### config.mk
export PLATFORM = sky130hd
export DESIGN_NAME = alu_z_capture_flat
export DESIGN_NICKNAME = d
export VERILOG_FILES = /design/src/rtl/alu_pkg.sv /design/src/rtl/alu_z_capture_if.sv /design/src/rtl/z_bus_mux.sv /design/src/rtl/alu_z_capture.sv /design/src/flat_wrapper.sv
export SDC_FILE = /design/constraint.sdc
export NUM_CORES = 1
export LEC_CHECK = 0
export CAP_MARGIN = 0
export CORE_MARGIN = 5
export CORE_UTILIZATION = 50
export DETAILED_ROUTE_END_ITERATION = 6
export DONT_BUFFER_PORTS = 1
export GPL_TIMING_DRIVEN = 0
export PLACE_DENSITY = 0.76
export SYNTH_ARGS = -nofsm -noshare
export SYNTH_HDL_FRONTEND = slang
export SYNTH_SLANG_ARGS = --single-unit
### constraint.sdc
create_clock -name clk -period 3 [get_ports clk]
set_input_delay 0.45 -clock clk [delete_from_list [all_inputs] [get_ports clk]]
set_output_delay 0.45 -clock clk [all_outputs]
set_load 0.01 [all_outputs]
### src/rtl/alu_pkg.sv
// Shared ALU definitions: opcode encoding, Z-capture FSM states and the default word width.
package alu_pkg;

  localparam int DATA_WIDTH_DEFAULT = 32;

  localparam logic [4:0] OP_OR         = 5'd0;
  localparam logic [4:0] OP_AND        = 5'd1;
  localparam logic [4:0] OP_ADD        = 5'd2;
  localparam logic [4:0] OP_SUB        = 5'd3;
  localparam logic [4:0] OP_ADDU       = 5'd4;
  localparam logic [4:0] OP_MUL        = 5'd5;
  localparam logic [4:0] OP_LAST_LEGAL = 5'd5;

  typedef enum logic [1:0] {
    IDLE,
    PIPE,
    MULWAIT
  } state_t;

endpackage

### src/rtl/alu_z_capture_if.sv
// Control-unit side bundle of the Z capture stage.
// zero_flag/neg_flag exist only when ALU_Z_FLAGS_EN is defined.
interface alu_z_capture_if
  import alu_pkg::*;
#(
  parameter int DATA_WIDTH = DATA_WIDTH_DEFAULT
);

  logic                      start;
  logic [4:0]                op;
  logic [2*DATA_WIDTH-1:0]   alu_result;
  logic                      mul_done;
  logic                      ack;
  logic                      ZHiout;
  logic                      ZLoout;

  logic [2*DATA_WIDTH-1:0]   z_reg;
  logic [DATA_WIDTH-1:0]     bus_out;
  logic                      z_valid;
  logic                      busy;
  logic                      illegal_op;
  logic                      timeout_err;
`ifdef ALU_Z_FLAGS_EN
  logic                      zero_flag;
  logic                      neg_flag;
`endif

  // master is the control unit / ALU side, slave is the capture stage
  modport master (
`ifdef ALU_Z_FLAGS_EN
    input  zero_flag, neg_flag,
`endif
    output start, op, alu_result, mul_done, ack, ZHiout, ZLoout,
    input  z_reg, bus_out, z_valid, busy, illegal_op, timeout_err
  );

  modport slave (
`ifdef ALU_Z_FLAGS_EN
    output zero_flag, neg_flag,
`endif
    input  start, op, alu_result, mul_done, ack, ZHiout, ZLoout,
    output z_reg, bus_out, z_valid, busy, illegal_op, timeout_err
  );

endinterface

### src/rtl/z_bus_mux.sv
// Selects one word of the Z register onto the datapath bus; the low word wins when both enables are set.
module z_bus_mux
  import alu_pkg::*;
#(
  parameter int DATA_WIDTH = DATA_WIDTH_DEFAULT
) (
  input  logic [2*DATA_WIDTH-1:0] z_reg,
  input  logic                    hi_sel,
  input  logic                    lo_sel,
  output logic [DATA_WIDTH-1:0]   word_out
);

  always_comb begin
    word_out = '0;
    if (lo_sel) begin
      word_out = z_reg[DATA_WIDTH-1:0];
    end else if (hi_sel) begin
      word_out = z_reg[2*DATA_WIDTH-1:DATA_WIDTH];
    end
  end

endmodule

### src/rtl/alu_z_capture.sv
// Captures the ALU's registered result into Z once stable and presents a Z word on the bus.
// Defining ALU_Z_FLAGS_EN adds registered zero/negative flags updated on every capture.
module alu_z_capture
  import alu_pkg::*;
#(
  parameter int DATA_WIDTH  = DATA_WIDTH_DEFAULT,
  parameter int MUL_TIMEOUT = 40
) (
  input logic            clk,
  input logic            reset,
  alu_z_capture_if.slave bus
);

  localparam int               CNT_W    = $clog2(MUL_TIMEOUT + 1);
  localparam logic [CNT_W-1:0] CNT_LAST = CNT_W'(MUL_TIMEOUT - 1);

  state_t                  state;
  state_t                  state_next;
  logic [CNT_W-1:0]        mul_cnt;
  logic [2*DATA_WIDTH-1:0] z_q;
  logic                    z_valid_q;
  logic                    illegal_q;
  logic                    timeout_q;

  logic                    accept;
  logic                    capture;
  logic                    illegal_hit;
  logic                    timeout_hit;

  always_ff @(posedge clk or posedge reset) begin
    if (reset) begin
      state <= IDLE;
    end else begin
      state <= state_next;
    end
  end

  // PIPE is the single settle cycle before capture; a multiply reaches it only once mul_done is seen
  always_comb begin
    state_next  = state;
    accept      = 1'b0;
    capture     = 1'b0;
    illegal_hit = 1'b0;
    timeout_hit = 1'b0;
    case (state)
      IDLE: begin
        if (bus.start) begin
          case (bus.op)
            OP_OR, OP_AND, OP_ADD, OP_SUB, OP_ADDU: begin
              accept     = 1'b1;
              state_next = PIPE;
            end
            OP_MUL: begin
              accept     = 1'b1;
              state_next = MULWAIT;
            end
            default: begin
              illegal_hit = (bus.op > OP_LAST_LEGAL);
            end
          endcase
        end
      end
      PIPE: begin
        capture    = 1'b1;
        state_next = IDLE;
      end
      MULWAIT: begin
        if (bus.mul_done) begin
          state_next = PIPE;
        end else if (mul_cnt == CNT_LAST) begin
          timeout_hit = 1'b1;
          state_next  = IDLE;
        end
      end
      default: begin
        state_next = IDLE;
      end
    endcase
  end

  always_ff @(posedge clk or posedge reset) begin
    if (reset) begin
      mul_cnt <= '0;
    end else if (accept) begin
      mul_cnt <= '0;
    end else if (state == MULWAIT && !bus.mul_done && !timeout_hit) begin
      mul_cnt <= mul_cnt + 1'b1;
    end
  end

  // A capture on the same edge as ack leaves the new result valid
  always_ff @(posedge clk or posedge reset) begin
    if (reset) begin
      z_q       <= '0;
      z_valid_q <= 1'b0;
      illegal_q <= 1'b0;
      timeout_q <= 1'b0;
    end else begin
      illegal_q <= illegal_hit;
      if (timeout_hit) begin
        timeout_q <= 1'b1;
      end
      if (capture) begin
        z_q       <= bus.alu_result;
        z_valid_q <= 1'b1;
      end else if (bus.ack) begin
        z_valid_q <= 1'b0;
      end
    end
  end

`ifdef ALU_Z_FLAGS_EN
  logic [4:0] op_q;
  logic       zero_q;
  logic       neg_q;

  // A multiply result is signed over its full width, everything else over the low word
  always_ff @(posedge clk or posedge reset) begin
    if (reset) begin
      op_q   <= '0;
      zero_q <= 1'b0;
      neg_q  <= 1'b0;
    end else begin
      if (state == IDLE && bus.start) begin
        op_q <= bus.op;
      end
      if (capture) begin
        zero_q <= (bus.alu_result[DATA_WIDTH-1:0] == '0);
        neg_q  <= (op_q == OP_MUL) ? bus.alu_result[2*DATA_WIDTH-1]
                                   : bus.alu_result[DATA_WIDTH-1];
      end
    end
  end

  assign bus.zero_flag = zero_q;
  assign bus.neg_flag  = neg_q;
`endif

  assign bus.z_reg       = z_q;
  assign bus.z_valid     = z_valid_q;
  assign bus.busy        = (state != IDLE);
  assign bus.illegal_op  = illegal_q;
  assign bus.timeout_err = timeout_q;

  z_bus_mux #(
    .DATA_WIDTH (DATA_WIDTH)
  ) u_z_bus_mux (
    .z_reg    (z_q),
    .hi_sel   (bus.ZHiout),
    .lo_sel   (bus.ZLoout),
    .word_out (bus.bus_out)
  );

endmodule

### src/flat_wrapper.sv
// flat-port wrapper written by rule: the top's interface ports become plain ports
module alu_z_capture_flat import alu_pkg::*;
#(
  parameter int DATA_WIDTH  = DATA_WIDTH_DEFAULT,
  parameter int MUL_TIMEOUT = 40
)
  (clk, reset, bus_start, bus_op, bus_alu_result, bus_mul_done, bus_ack, bus_ZHiout, bus_ZLoout, bus_z_reg, bus_bus_out, bus_z_valid, bus_busy, bus_illegal_op, bus_timeout_err);
  alu_z_capture_if #(.DATA_WIDTH(DATA_WIDTH)) bus_i ();
  input logic clk;
  input logic reset;
  input wire logic [$bits(bus_i.start)-1:0] bus_start;
  input wire logic [$bits(bus_i.op)-1:0] bus_op;
  input wire logic [$bits(bus_i.alu_result)-1:0] bus_alu_result;
  input wire logic [$bits(bus_i.mul_done)-1:0] bus_mul_done;
  input wire logic [$bits(bus_i.ack)-1:0] bus_ack;
  input wire logic [$bits(bus_i.ZHiout)-1:0] bus_ZHiout;
  input wire logic [$bits(bus_i.ZLoout)-1:0] bus_ZLoout;
  output wire logic [$bits(bus_i.z_reg)-1:0] bus_z_reg;
  output wire logic [$bits(bus_i.bus_out)-1:0] bus_bus_out;
  output wire logic [$bits(bus_i.z_valid)-1:0] bus_z_valid;
  output wire logic [$bits(bus_i.busy)-1:0] bus_busy;
  output wire logic [$bits(bus_i.illegal_op)-1:0] bus_illegal_op;
  output wire logic [$bits(bus_i.timeout_err)-1:0] bus_timeout_err;
  assign bus_i.start = bus_start;
  assign bus_i.op = bus_op;
  assign bus_i.alu_result = bus_alu_result;
  assign bus_i.mul_done = bus_mul_done;
  assign bus_i.ack = bus_ack;
  assign bus_i.ZHiout = bus_ZHiout;
  assign bus_i.ZLoout = bus_ZLoout;
  assign bus_z_reg = bus_i.z_reg;
  assign bus_bus_out = bus_i.bus_out;
  assign bus_z_valid = bus_i.z_valid;
  assign bus_busy = bus_i.busy;
  assign bus_illegal_op = bus_i.illegal_op;
  assign bus_timeout_err = bus_i.timeout_err;
  alu_z_capture #(.DATA_WIDTH(DATA_WIDTH), .MUL_TIMEOUT(MUL_TIMEOUT)) u_core (.clk(clk), .reset(reset), .bus(bus_i));
endmodule
## After elaboration in Yosys (flattened, before gate mapping)

Cells that the tools add are included.
Widths: inputs -> output; s select.

- Add/subtract/negate cells: 1
- Magnitude comparators: 1
- Equal/unequal tests: 11
- Multiplexer cells: 21
- Reduce and logical (&&, ||, !) cells: 12

Operators with widths:

| operator | count |
|---|---|
| $mux 32 | 2 |
| $mux 1 | 12 |
| $mux 6 | 2 |
| $eq 5x2->1 const B | 2 |
| $eq 5x3->1 const B | 2 |
| $pmux 2 s2 | 2 |
| $add 6x1->6 const B | 1 |
| $eq 6x6->1 const B | 1 |
| $mux 2 | 3 |
| $reduce_bool 2->1 | 3 |
| $reduce_or 6->1 | 1 |
| $eq 5x1->1 const B | 1 |
| $gt 5x3->1 const B | 1 |
| $logic_not 5->1 | 1 |
| $reduce_or 5->1 | 1 |
| $ne 3x2->1 const B | 1 |
| $ne 3x3->1 const B | 1 |
| $reduce_and 3->1 | 1 |
| $eq 2x1->1 const B | 1 |
| $eq 2x2->1 const B | 1 |
| $logic_and 1x1->1 | 2 |
| $logic_not 1->1 | 2 |
| $logic_not 2->1 | 1 |
| $ne 2x2->1 const B | 1 |

- Register bits after elaboration: 75
- Bits of input ports: 76
- Output and inout bits: 100
- Word-level logic and storage cells: 52

## Depth between registers and ports, before layout

- Depth after elaboration: 8
- Depth in mapped cells: 4
- Mapped depth without buffers: 4

## Hierarchy

Synthesis repeated with hierarchy kept, for this count alone.

- Cell total of the unflattened synthesis: 232
- Area, all modules: 3294.4 um^2

By module, submodules not included:

| module | times used | cells an instance | area an instance (um^2) | seq. area each (um^2) |
|---|---|---|---|---|
| alu_z_capture | 1 | 188 | 2932.8 | 1876.8 |
| z_bus_mux | 1 | 44 | 361.6 | 0.0 |

## Worst setup path before layout

Ideal clock, no wire load.

- Kind: input to output
- Start: in bus_ZLoout
- End: out bus_bus_out[0]
- Data arrival time: 1.159 ns
- Required time: 2.550 ns
- Slack: 1.391 ns
- Stages on the path: 4
- Path buffers: 2
- Cell sequence: clkbuf_1 -> clkbuf_1 -> nand2_1 -> o21ai_0

- Cells in the longest elaborated chain, start to end: 1

RTL lines:

| element | RTL line | text |
|---|---|---|
| start: declaration | flat_wrapper.sv:17 | `input wire logic [$bits(bus_i.ZLoout)-1:0] bus_ZLoout;` |
| $mux 32 | z_bus_mux.sv:15 | `if (lo_sel) begin` |
| end: declaration | flat_wrapper.sv:19 | `output wire logic [$bits(bus_i.bus_out)-1:0] bus_bus_out;` |

Every way passes these cells.

## Worst setup path in the final report

- Start: in bus_ZLoout
- End: out bus_bus_out[10]

Same word-level chain as after synthesis.

==> impl_results.md <==
* Skew-Pair Late Insertion Delay at 0.33 ns
* Status: completed
* RSZ-0062 raised after global routing: false
* Wirelength, routed at 8.27 mm
* VDD IR max at 0.000477 V
* TNS Setup at 0 ns
* CP max FO at 10
* Crit Path Category: input port to output port
* Adder-Cell Fraction of Synth Area at 0.373%
* Ant diodes at 0
* Initial antenna violation count at 0
* #FFs+latches synth at 75
* Cell Area, Synth at 3360 um^2
* Final worst path period share at 65.7%
* Synth Warn # at 0
* Total GRT Usage at 19.2%
* Crit-path most repeated cell: clkbuf_1
* Final hold violation count at 0
* Worst r2r path cells at 4
* TritonCTS clock tree: yes
* Pre-antenna DRT Iters at 4
* Vias in the first global route at 2,371
* Final Util at 57.4%
* Post-synth top flop: dfrtp_1
* Post-synth EDFFs at 0
* CP bufs+invs at 2
* Worst slew margin at 39.9%
* Post-synthesis xor/xnor area fraction at 0%
* Mean Syn Cell Area at 11.5 um^2
* P per Cell Area at 788 nW/um^2
* Crit Reg-Reg Endpoint: u_core.mul_cnt[0]$_DFFE_PP0P_
* Max-cap check violation count at 0
* First-pass GRT wire length at 12.7 mm
* Crit start category: input port
* Simple logic cell fraction of the synthesized area at 10.6%
* Slowest stage delay, CP at 0.47 ns
* Iter 0 DRT Violations at 62
* Achievable frequency at 507 MHz
* Crit-path cells: clkbuf_1 -> clkbuf_1 -> nand2_1 -> o21ai_0
* Placer Congestion at 0.742
* Distinct cells, synth at 31
* Largest net degree at the start of global routing at 76
* Clock buffer depth at 2
* Post-synth ARST share at 100%
* P&R area growth vs syn at 10.4%
* Synth Net Count at 370
* Post-synthesis mux area share at 22.7%
* IO Count at 176
* DP HPWL at 6.20 mm
* Post-route ant nets at 0
* Initial Utilization at 52.0%
* CP required at 2.55 ns
* Final Skew at 0.00952 ns
* Tot Pwr at 2920 uW
* Core footprint at 6460 um^2
* Sink Count at 75
* RR Startpoint: u_core.mul_cnt[0]$_DFFE_PP0P_
* Nets@finish at 381
* Slew Viols, Final at 0
* Final setup vio count at 0
* Vias per inst at 5.94
* Port buffer count at 0
* Compound-Gate Fraction of Synth Area at 7.94%
* Die Y at 92.0 um
* Period minus WS final at 1.97 ns
* LEAKAGE at 0.00160 uW
* TritonCTS Buffers at 9
* CTS root buf: clkbuf_8
* Share of layout cells above drive strength 1 at 28.2%
* Worst-Margin Slew at 0.901 ns
* Register area share after synthesis at 55.9%
* Worst setup EP type: output port
* Max reg flops at 64
* Syn Inst Count at 293
* Post-CTS Setup Repair Bufs at 0
* WL/cell at 21.5 um
* H-tree levels at 3
* Critical path's slowest cell: clkbuf_1
* Hold Path Class: input port to async pin
* Cell Rows at 29
* Critical Path AT at 1.52 ns
* Family with the most delay on the worst path: buffers and inverters
* Main combinational cell family by area after synthesis: multiplexers
* Die ar. at 8460 um^2
* Vias at 2,285
* Cts hold-fix bufs at 0
* Die Wd at 92.0 um
* R2r setup slk at 1.36 ns
* # DRC at 0
* Clock transition at the registers of the reported paths at 0.08 ns
* Stages on the worst setup path at 4
* GR Overflow Total at 0
* Post-CTS Resized at 0
==> stage by stage <==
step                setup slack (ns)  instance area (um^2)  instances  hold WS, ns
floorplan                      0.640                  3360        293        0.474
global placement             -0.0522                  3450        370        0.511
detailed placement             0.970                  3460        370        0.536
CTS                            0.968                  3710        385        0.197
global route                   0.867                  3710        385        0.194
finish                          1.03                  3710        385        0.178
==> cells by family (layout without fill, tap and decap cells) <==
logic type | after synthesis | after routing
buf+inv | 21 | 36
simple gates | 80 | 80
fa+ha+maj | 1 | 1
compound gates | 48 | 48
mux | 68 | 68
flops | 75 | 75
==> synth_stat cells, types with 2 or more instances <==
master / n / area [um^2]
a21oi_1: 2 / 10.0
buf_2: 6 / 30.0
clkbuf_1: 11 / 41.3
dfrtp_1: 75 / 1880
inv_1: 4 / 15.0
mux2_1: 4 / 45.0
mux2_2: 60 / 676
mux2i_1: 4 / 40.0
nand2_1: 67 / 251
o21ai_0: 38 / 190
or3_1: 2 / 12.5
==> area by class of cell <==
cell class / count / area (um^2)
fill: 556 / 2750
sequential: 75 / 1880
multi-input combinational: 197 / 1400
clock buffer: 11 / 151
clock inverter: 4 / 97.6
tap: 77 / 96.3
buffer: 17 / 71.3
inverter: 4 / 17.5
==> metal layers <==
metal  routed length (um)  vias to the layer above  track usage, %
li1                     -                     1033               -
met1                 3260                     1095            22.2
met2                 3940                      144            31.1
met3                  973                       13            8.84
met4                  104                        0            7.43
met5                    0                        -               0
==> power by group <==
| group | leakage, uW | internal, uW | total [uW] | switching, uW |
|---|---|---|---|---|
| sequential | 0.000913 | 1230 | 1550 | 322 |
| clock | 0.000122 | 594 | 947 | 353 |
| combinational | 0.000567 | 208 | 423 | 215 |
==> worst reg2reg max path, delay by kind of cell (launching register included) <==
family	cells	cell delay, ns
DFF	1	0.42
muxes	1	0.20
AOI/OAI and AO/OA	1	0.26
adders and majority gates	1	0.21
and+or+nand+nor	1	0.47
==> worst max path at each step <==
stage / start / end / slack, ns
after CTS: bus_ZLoout / bus_bus_out[10] / 0.97
after global placement: reset / u_core.bus.z_reg[57]$_DFFE_PP0P_ / -0.05
after detailed placement: bus_ZLoout / bus_bus_out[10] / 0.97
after floorplan: reset / u_core.bus.illegal_op$_DFF_PP0_ / 0.64
after global routing: bus_ZLoout / bus_bus_out[17] / 0.87
final: bus_ZLoout / bus_bus_out[10] / 1.03
==> cell usage in the layout, fill, tap and decap left out <==
cell	instances
or4_1	1
o211ai_1	1
bufinv_16	3
clkinvlp_4	1
nor4bb_1	1
a31o_2	1
a21oi_1	2
mux2_2	60
a211o_1	1
buf_2	6
o22ai_1	1
nor2b_1	1
clkbuf_1	11
inv_4	1
a32o_1	1
or3_1	2
nor2_1	1
a211oi_1	1
ha_1	1
inv_1	3
mux2i_1	4
a21bo_2	1
or3b_1	1
nand4bb_1	1
nand4_1	1
nor2_4	1
nand2_1	67
nand3b_1	1
or2_2	1
mux2_1	4
clkbuf_8	11
nor3b_2	1
o31ai_1	1
o21ai_0	38
dfrtp_1	75
Note: power is estimated with default switching activity, not from simulation.
